--- src/rtl/cpu_pkg.sv ---
// Shared definitions for the CPU controller and the execution datapath:
// opcode encoding and default widths.
package cpu_pkg;

  localparam int DATA_W_DEF      = 16;
  localparam int ADDR_W_DEF      = 12;
  localparam int STACK_DEPTH_DEF = 8;

  typedef enum logic [3:0] {
    OP_HLT  = 4'h0,
    OP_SKZ  = 4'h1,
    OP_ADD  = 4'h2,
    OP_SUB  = 4'h3,
    OP_MUL  = 4'h4,
    OP_OR   = 4'h5,
    OP_AND  = 4'h6,
    OP_XOR  = 4'h7,
    OP_NOT  = 4'h8,
    OP_LDA  = 4'h9,
    OP_STO  = 4'hA,
    OP_JMP  = 4'hB,
    OP_RL   = 4'hC,
    OP_RR   = 4'hD,
    OP_POP  = 4'hE,
    OP_PUSH = 4'hF
  } opcode_t;

endpackage

--- src/rtl/acc_stack.sv ---
// Small LIFO backing the PUSH/POP instructions. Only the pointer is reset;
// the storage keeps whatever it held. Pushes when full and pops when empty
// are ignored here; the datapath flags them as stack errors.
module acc_stack
  import cpu_pkg::*;
#(
  parameter int DATA_W = DATA_W_DEF,
  parameter int DEPTH  = STACK_DEPTH_DEF
) (
  input  logic              clk,
  input  logic              rst_n,
  input  logic              push,
  input  logic              pop,
  input  logic [DATA_W-1:0] din,
  output logic [DATA_W-1:0] dout,
  output logic              full,
  output logic              empty
);

  localparam int PW = $clog2(DEPTH);
  localparam logic [PW:0] FULL_CNT = (PW+1)'(DEPTH);

  logic [DATA_W-1:0] mem [DEPTH];
  logic [PW:0]       sp;
  logic [PW-1:0]     top_idx;

  assign full    = (sp == FULL_CNT);
  assign empty   = (sp == '0);
  assign top_idx = sp[PW-1:0] - (PW)'(1);
  assign dout    = mem[top_idx];

  // Stack pointer: counts occupied entries, guarded against over/underflow.
  always_ff @(posedge clk or negedge rst_n) begin
    if (!rst_n) begin
      sp <= '0;
    end else if (push && !full) begin
      sp <= sp + (PW+1)'(1);
    end else if (pop && !empty) begin
      sp <= sp - (PW+1)'(1);
    end
  end

  // Storage write; contents intentionally survive reset.
  always_ff @(posedge clk) begin
    if (push && !full) begin
      mem[sp[PW-1:0]] <= din;
    end
  end

endmodule

--- src/rtl/exec_datapath.sv ---
// Execution datapath: PC, IR, accumulator, ALU and hardware stack, driven by
// strobes from the controller (updated on falling edge, sampled here on the
// rising edge). Once halted, all load strobes and memory enables are blocked
// until reset.
module exec_datapath
  import cpu_pkg::*;
#(
  parameter int DATA_W      = DATA_W_DEF,
  parameter int ADDR_W      = ADDR_W_DEF,
  parameter int STACK_DEPTH = STACK_DEPTH_DEF
) (
  input  logic              clk,
  input  logic              rst_n,
  input  logic              inc_pc,
  input  logic              load_pc,
  input  logic              load_ir,
  input  logic              load_acc,
  input  logic              rd,
  input  logic              wr,
  input  logic              datactl_ena,
  input  logic              halt,
  output logic [3:0]        opcode,
  output logic              zero,
  output logic [ADDR_W-1:0] mem_addr,
  input  logic [DATA_W-1:0] mem_rdata,
  output logic [DATA_W-1:0] mem_wdata,
  output logic              mem_re,
  output logic              mem_we,
  output logic              halted,
  output logic              stk_err
);

  logic [ADDR_W-1:0] pc;
  logic [DATA_W-1:0] ir;
  logic [DATA_W-1:0] acc;
  logic [ADDR_W-1:0] ir_addr;
  opcode_t           op;
  logic              en;
  logic              do_push;
  logic              do_pop;
  logic              stk_full;
  logic              stk_empty;
  logic [DATA_W-1:0] stk_dout;
  logic [DATA_W-1:0] alu_out;

  function automatic logic [DATA_W-1:0] alu(input opcode_t f,
                                            input logic [DATA_W-1:0] a,
                                            input logic [DATA_W-1:0] d);
    logic [DATA_W-1:0] r;
    r = a;
    case (f)
      OP_ADD:  r = a + d;
      OP_SUB:  r = a - d;
      OP_MUL:  r = a * d;
      OP_OR:   r = a | d;
      OP_AND:  r = a & d;
      OP_XOR:  r = a ^ d;
      OP_NOT:  r = ~a;
      OP_LDA:  r = d;
      OP_RL:   r = {a[DATA_W-2:0], a[DATA_W-1]};
      OP_RR:   r = {a[0], a[DATA_W-1:1]};
      default: r = a;
    endcase
    return r;
  endfunction

  assign ir_addr   = ir[ADDR_W-1:0];
  assign op        = opcode_t'(ir[DATA_W-1:DATA_W-4]);
  assign opcode    = ir[DATA_W-1:DATA_W-4];
  assign zero      = (acc == '0);
  assign mem_addr  = load_ir ? pc : ir_addr;
  assign mem_wdata = acc;
  assign mem_re    = rd & ~halted;
  assign mem_we    = wr & datactl_ena & ~halted;

  // A halt in the same cycle as a load strobe suppresses that load.
  assign en      = ~halted & ~halt;
  assign do_push = en & load_acc & (op == OP_PUSH);
  assign do_pop  = en & load_acc & (op == OP_POP);
  assign alu_out = alu(op, acc, mem_rdata);

  acc_stack #(
    .DATA_W (DATA_W),
    .DEPTH  (STACK_DEPTH)
  ) u_stack (
    .clk   (clk),
    .rst_n (rst_n),
    .push  (do_push),
    .pop   (do_pop),
    .din   (acc),
    .dout  (stk_dout),
    .full  (stk_full),
    .empty (stk_empty)
  );

  // Architectural registers and sticky flags.
  always_ff @(posedge clk or negedge rst_n) begin
    if (!rst_n) begin
      pc      <= '0;
      ir      <= '0;
      acc     <= '0;
      halted  <= 1'b0;
      stk_err <= 1'b0;
    end else begin
      if (halt) begin
        halted <= 1'b1;
      end
      if (en && load_ir) begin
        ir <= mem_rdata;
      end
      if (en && load_pc) begin
        pc <= ir_addr;
      end else if (en && inc_pc) begin
        pc <= pc + (ADDR_W)'(1);
      end
      if (en && load_acc) begin
        case (op)
          OP_POP:  if (!stk_empty) acc <= stk_dout;
          OP_PUSH: acc <= acc;
          default: acc <= alu_out;
        endcase
      end
      if ((do_push && stk_full) || (do_pop && stk_empty)) begin
        stk_err <= 1'b1;
      end
    end
  end

endmodule

--- config.mk ---
export PLATFORM = sky130hd
export DESIGN_NAME = exec_datapath
export DESIGN_NICKNAME = d
export VERILOG_FILES = /design/src/rtl/cpu_pkg.sv /design/src/rtl/acc_stack.sv /design/src/rtl/exec_datapath.sv
export SDC_FILE = /design/constraint.sdc
export NUM_CORES = 1
export LEC_CHECK = 0
export BUFFER_PORTS_ARGS = -buffer_cell sky130_fd_sc_hd__buf_2
export CELL_PAD_IN_SITES_DETAIL_PLACEMENT = 0
export CELL_PAD_IN_SITES_GLOBAL_PLACEMENT = 2
export CORE_ASPECT_RATIO = 1.1
export CORE_MARGIN = 2
export CORE_UTILIZATION = 42
export CTS_CLUSTER_SIZE = 8
export DETAILED_ROUTE_END_ITERATION = 7
export PLACE_DENSITY_LB_ADDON = 0.12
export SLEW_MARGIN = 20
export SYNTH_ARGS = -nofsm -noshare
export SYNTH_HDL_FRONTEND = slang
export SYNTH_HIERARCHICAL = 1
export SYNTH_SLANG_ARGS = --single-unit
--- constraint.sdc ---
create_clock -name clk -period 6.9 [get_ports clk]
set_clock_uncertainty 0.1 [all_clocks]
set_input_delay 0.69 -clock clk [delete_from_list [all_inputs] [get_ports clk]]
set_output_delay 0.69 -clock clk [all_outputs]
set_load 0.05 [all_outputs]
==> impl_metrics.csv <==
group,metric,value,unit
pwr,ir_worst_vdd,0.301,mV
detailed_routing,ant_nets,0,
pwr,finalPower,0.00408,W
sta,slew_headroom,35.5,%
cts,clk_pin_slew,70,ps
sta,rsz0062_at_grt,"no",
worst_setup_path,critPathKind,"flop to flop",
detailed_routing,drtPass1Iterations,5,
detailed_routing,drt-initial-drc-count,778,
sta,setup_tns,0,ps
logic_synthesis,seq_area_frac_synth,36.6,%
cts,clkSinkCount,178,
finish,fin_nets,1551,
logic_synthesis,synth_seq_cells,178,
finish,diodes,0,
hold_path,worst_hold_path_type,"input port to asynchronous set/reset pin",
place,dp_hpwl,32200,µm
logic_synthesis,async_flop_share,28.1,%
logic_synthesis,synth_fp_nets,1502,
logic_synthesis,synth-edff-count,128,
finish,final_core_util,46.9,%
global_route,antenna_found_initial,0,
worst_setup_path,r2r_setup_slack,1010,ps
detailed_routing,route.detailed.drc,0,
die,core,32500,µm²
die,pin_count,63,
finish,layout_commonest_cell,"inv_1",
detailed_routing,routedWlPerCell,24.3,µm
cts,postCtsSetupBuffers,0,
logic_synthesis,synthFlopType,"edfxtp_1",
finish,area_delta_synth_final,9.22,%
sta,worst_slew_pin_slew,961,ps
finish,drive_above_1_share,16.6,%
global_route,track_usage,25.8,%
die,die-width,178,µm
flow_run,max_cap_viol_count,0,
worst_setup_path,cp-end-kind,"flop",
cts,cts_resized,0,
global_route,grt_pass1_vias,10278,
detailed_routing,via_per_inst,5.64,
cts,cts_buffers,17,
logic_synthesis,syn_area_per_cell,10.8,µm²
place,dpl_cell_area,14700,µm²
logic_synthesis,synth.cell_area,13900,µm²
worst_setup_path,worstPathMaxFanout,9,
finish,final_cell_mix,"inv_1, edfxtp_1, nor2_1, nand2_1, ha_1",
finish,fin_area,15200,µm²
global_route,grt_max_degree,51,
die,die_h,195,µm
pwr,leakage,6.35,nW
sta,max_freq,170,MHz
cts,cts_root_buf,"clkbuf_16",
logic_synthesis,yosys_warnings,6,
sta,finalCritPeriodShare,85.4,%
pwr,powerDensity,268,nW/µm²
cts,clockBufferDepth,2,
worst_setup_path,crit_required,7110,ps
sta,maxSlewViolCount,0,
global_route,grt_first_pass_wirelength,66000,µm
sta,setup_viol,0,
sta,layout_min_cycle_time,5890,ps
sta,hold_violations,0,
worst_setup_path,arrival,6110,ps
place,port_buffers,62,
worst_setup_path,rr_worst_depth,19,
cts,hold_buffers,0,
cts,h-tree-depth,4,
detailed_routing,vias,10043,
status,status,"finished clean",
finish,n_fill_cell,3077,
logic_synthesis,netlist_instances,1293,
sta,hold_ws,306,ps
die,die_area,34600,µm²
detailed_routing,wl,43400,µm
cts,cts_tree,"done",
logic_synthesis,ys_types,81,
die,start_util,42.9,%
place,place.gp.congestion,0.890,
global_route,overflow,0,
worst_setup_path,critPathLaunchType,"flop",
cts,clock_latency,430,ps
die,fp-row-count,69,
-- per-stage QoR --
stage / setup slack [ps] / std cells
after floorplan: 989 / 1293
after global placement: 675 / 1749
after detailed placement: 598 / 1749
after CTS: 1030 / 1781
after global routing: 784 / 1781
final: 1010 / 1781
-- critical path, stage by stage (launching register included) --
cell and delay [ps]:
dfrtp_1 610, inv_1 270, nor2_1 200, fa_1 430, inv_1 80, fa_1 440
fa_1 520, fa_1 550, inv_1 50, fa_1 480, inv_1 50, fa_1 470
inv_1 40, ha_1 320, a21o_1 190, a21oi_1 190, a21oi_1 120, or3_1 370
a31oi_1 210, o31ai_1 90
-- kinds of logic (layout without fill, tap and decap cells) --
logic type / Yosys count / count (layout) / share of synthesized area [%]
flops: 178 / 178 / 36.6
xor+xnor: 65 / 65 / 4.37
fa+ha+maj: 183 / 183 / 20.9
mux: 83 / 83 / 9.74
compound gates: 228 / 228 / 10.8
simple gates: 322 / 322 / 10.3
buf+inv: 234 / 296 / 7.35
-- per-layer routing --
| metal | up-vias | track usage, % | share of wire (%) |
|---|---|---|---|
| met1 | 5146 | 35.7 | 44 |
| li1 | 4579 | - | - |
| met4 | 0 | 7.89 | 2.9 |
| met3 | 53 | 2.30 | 3.7 |
| met2 | 265 | 42.9 | 49 |
| met5 | - | 0 | 0 |
-- flip-flops by register name (all words and copies together), names as in the netlist --
signal,cells
ir,16
u_stack/sp,4
halted,1
u_stack/mem,128
mem_wdata,16
pc,12
stk_err,1
-- power by group --
part / switching, W / internal (W) / leakage, nW
registers: 0.0000638 / 0.00119 / 1.80
logic: 0.00113 / 0.000790 / 4.30
clock network: 0.000426 / 0.000469 / 0.258
total: 0.00162 / 0.00245 / 6.35
-- cells in the mapped netlist (9+ instances only) --
cell / n / share of area, %
nor2_1: 122 / 3.3
nand2b_1: 9 / 0.40
a21oi_1: 58 / 2.1
o22ai_1: 10 / 0.45
buf_2: 9 / 0.32
o21ai_1: 14 / 0.50
a221oi_1: 11 / 0.69
o21ai_0: 37 / 1.3
nor3_1: 10 / 0.36
nor2b_1: 9 / 0.40
dfrtp_1: 50 / 9.0
edfxtp_1: 128 / 28
buf_4: 11 / 0.59
inv_1: 153 / 4.1
xnor2_1: 53 / 3.3
a22oi_1: 15 / 0.81
mux2_2: 30 / 2.4
mux4_2: 28 / 4.5
mux2_4: 14 / 1.5
clkbuf_1: 41 / 1.1
fa_1: 82 / 12
xor2_1: 9 / 0.57
a211oi_1: 11 / 0.59
ha_1: 101 / 9.1
nand2_1: 122 / 3.3
nand3_1: 11 / 0.40
-- final cells by class --
type | count | area, µm² | area share, %
clock inverters | 12 | 97.6 | 0.641
clock buffers | 20 | 437 | 2.87
inverters | 161 | 604 | 3.97
well taps | 426 | 533 | 3.50
multi-input cells | 881 | 7830 | 51.5
repair buffers | 103 | 618 | 4.06
flip-flops and latches | 178 | 5100 | 33.5
-- worst paths after layout --
check,startpoint,endpoint
max,mem_wdata[5],mem_wdata[15]
min,rst_n,mem_wdata[9]
max reg2reg,mem_wdata[5],mem_wdata[15]
min reg2reg,stk_err,stk_err
max in group asynchronous,rst_n,u_stack/sp[0]
min in group clk,stk_err,stk_err
(Power assumes the default switching activity.)
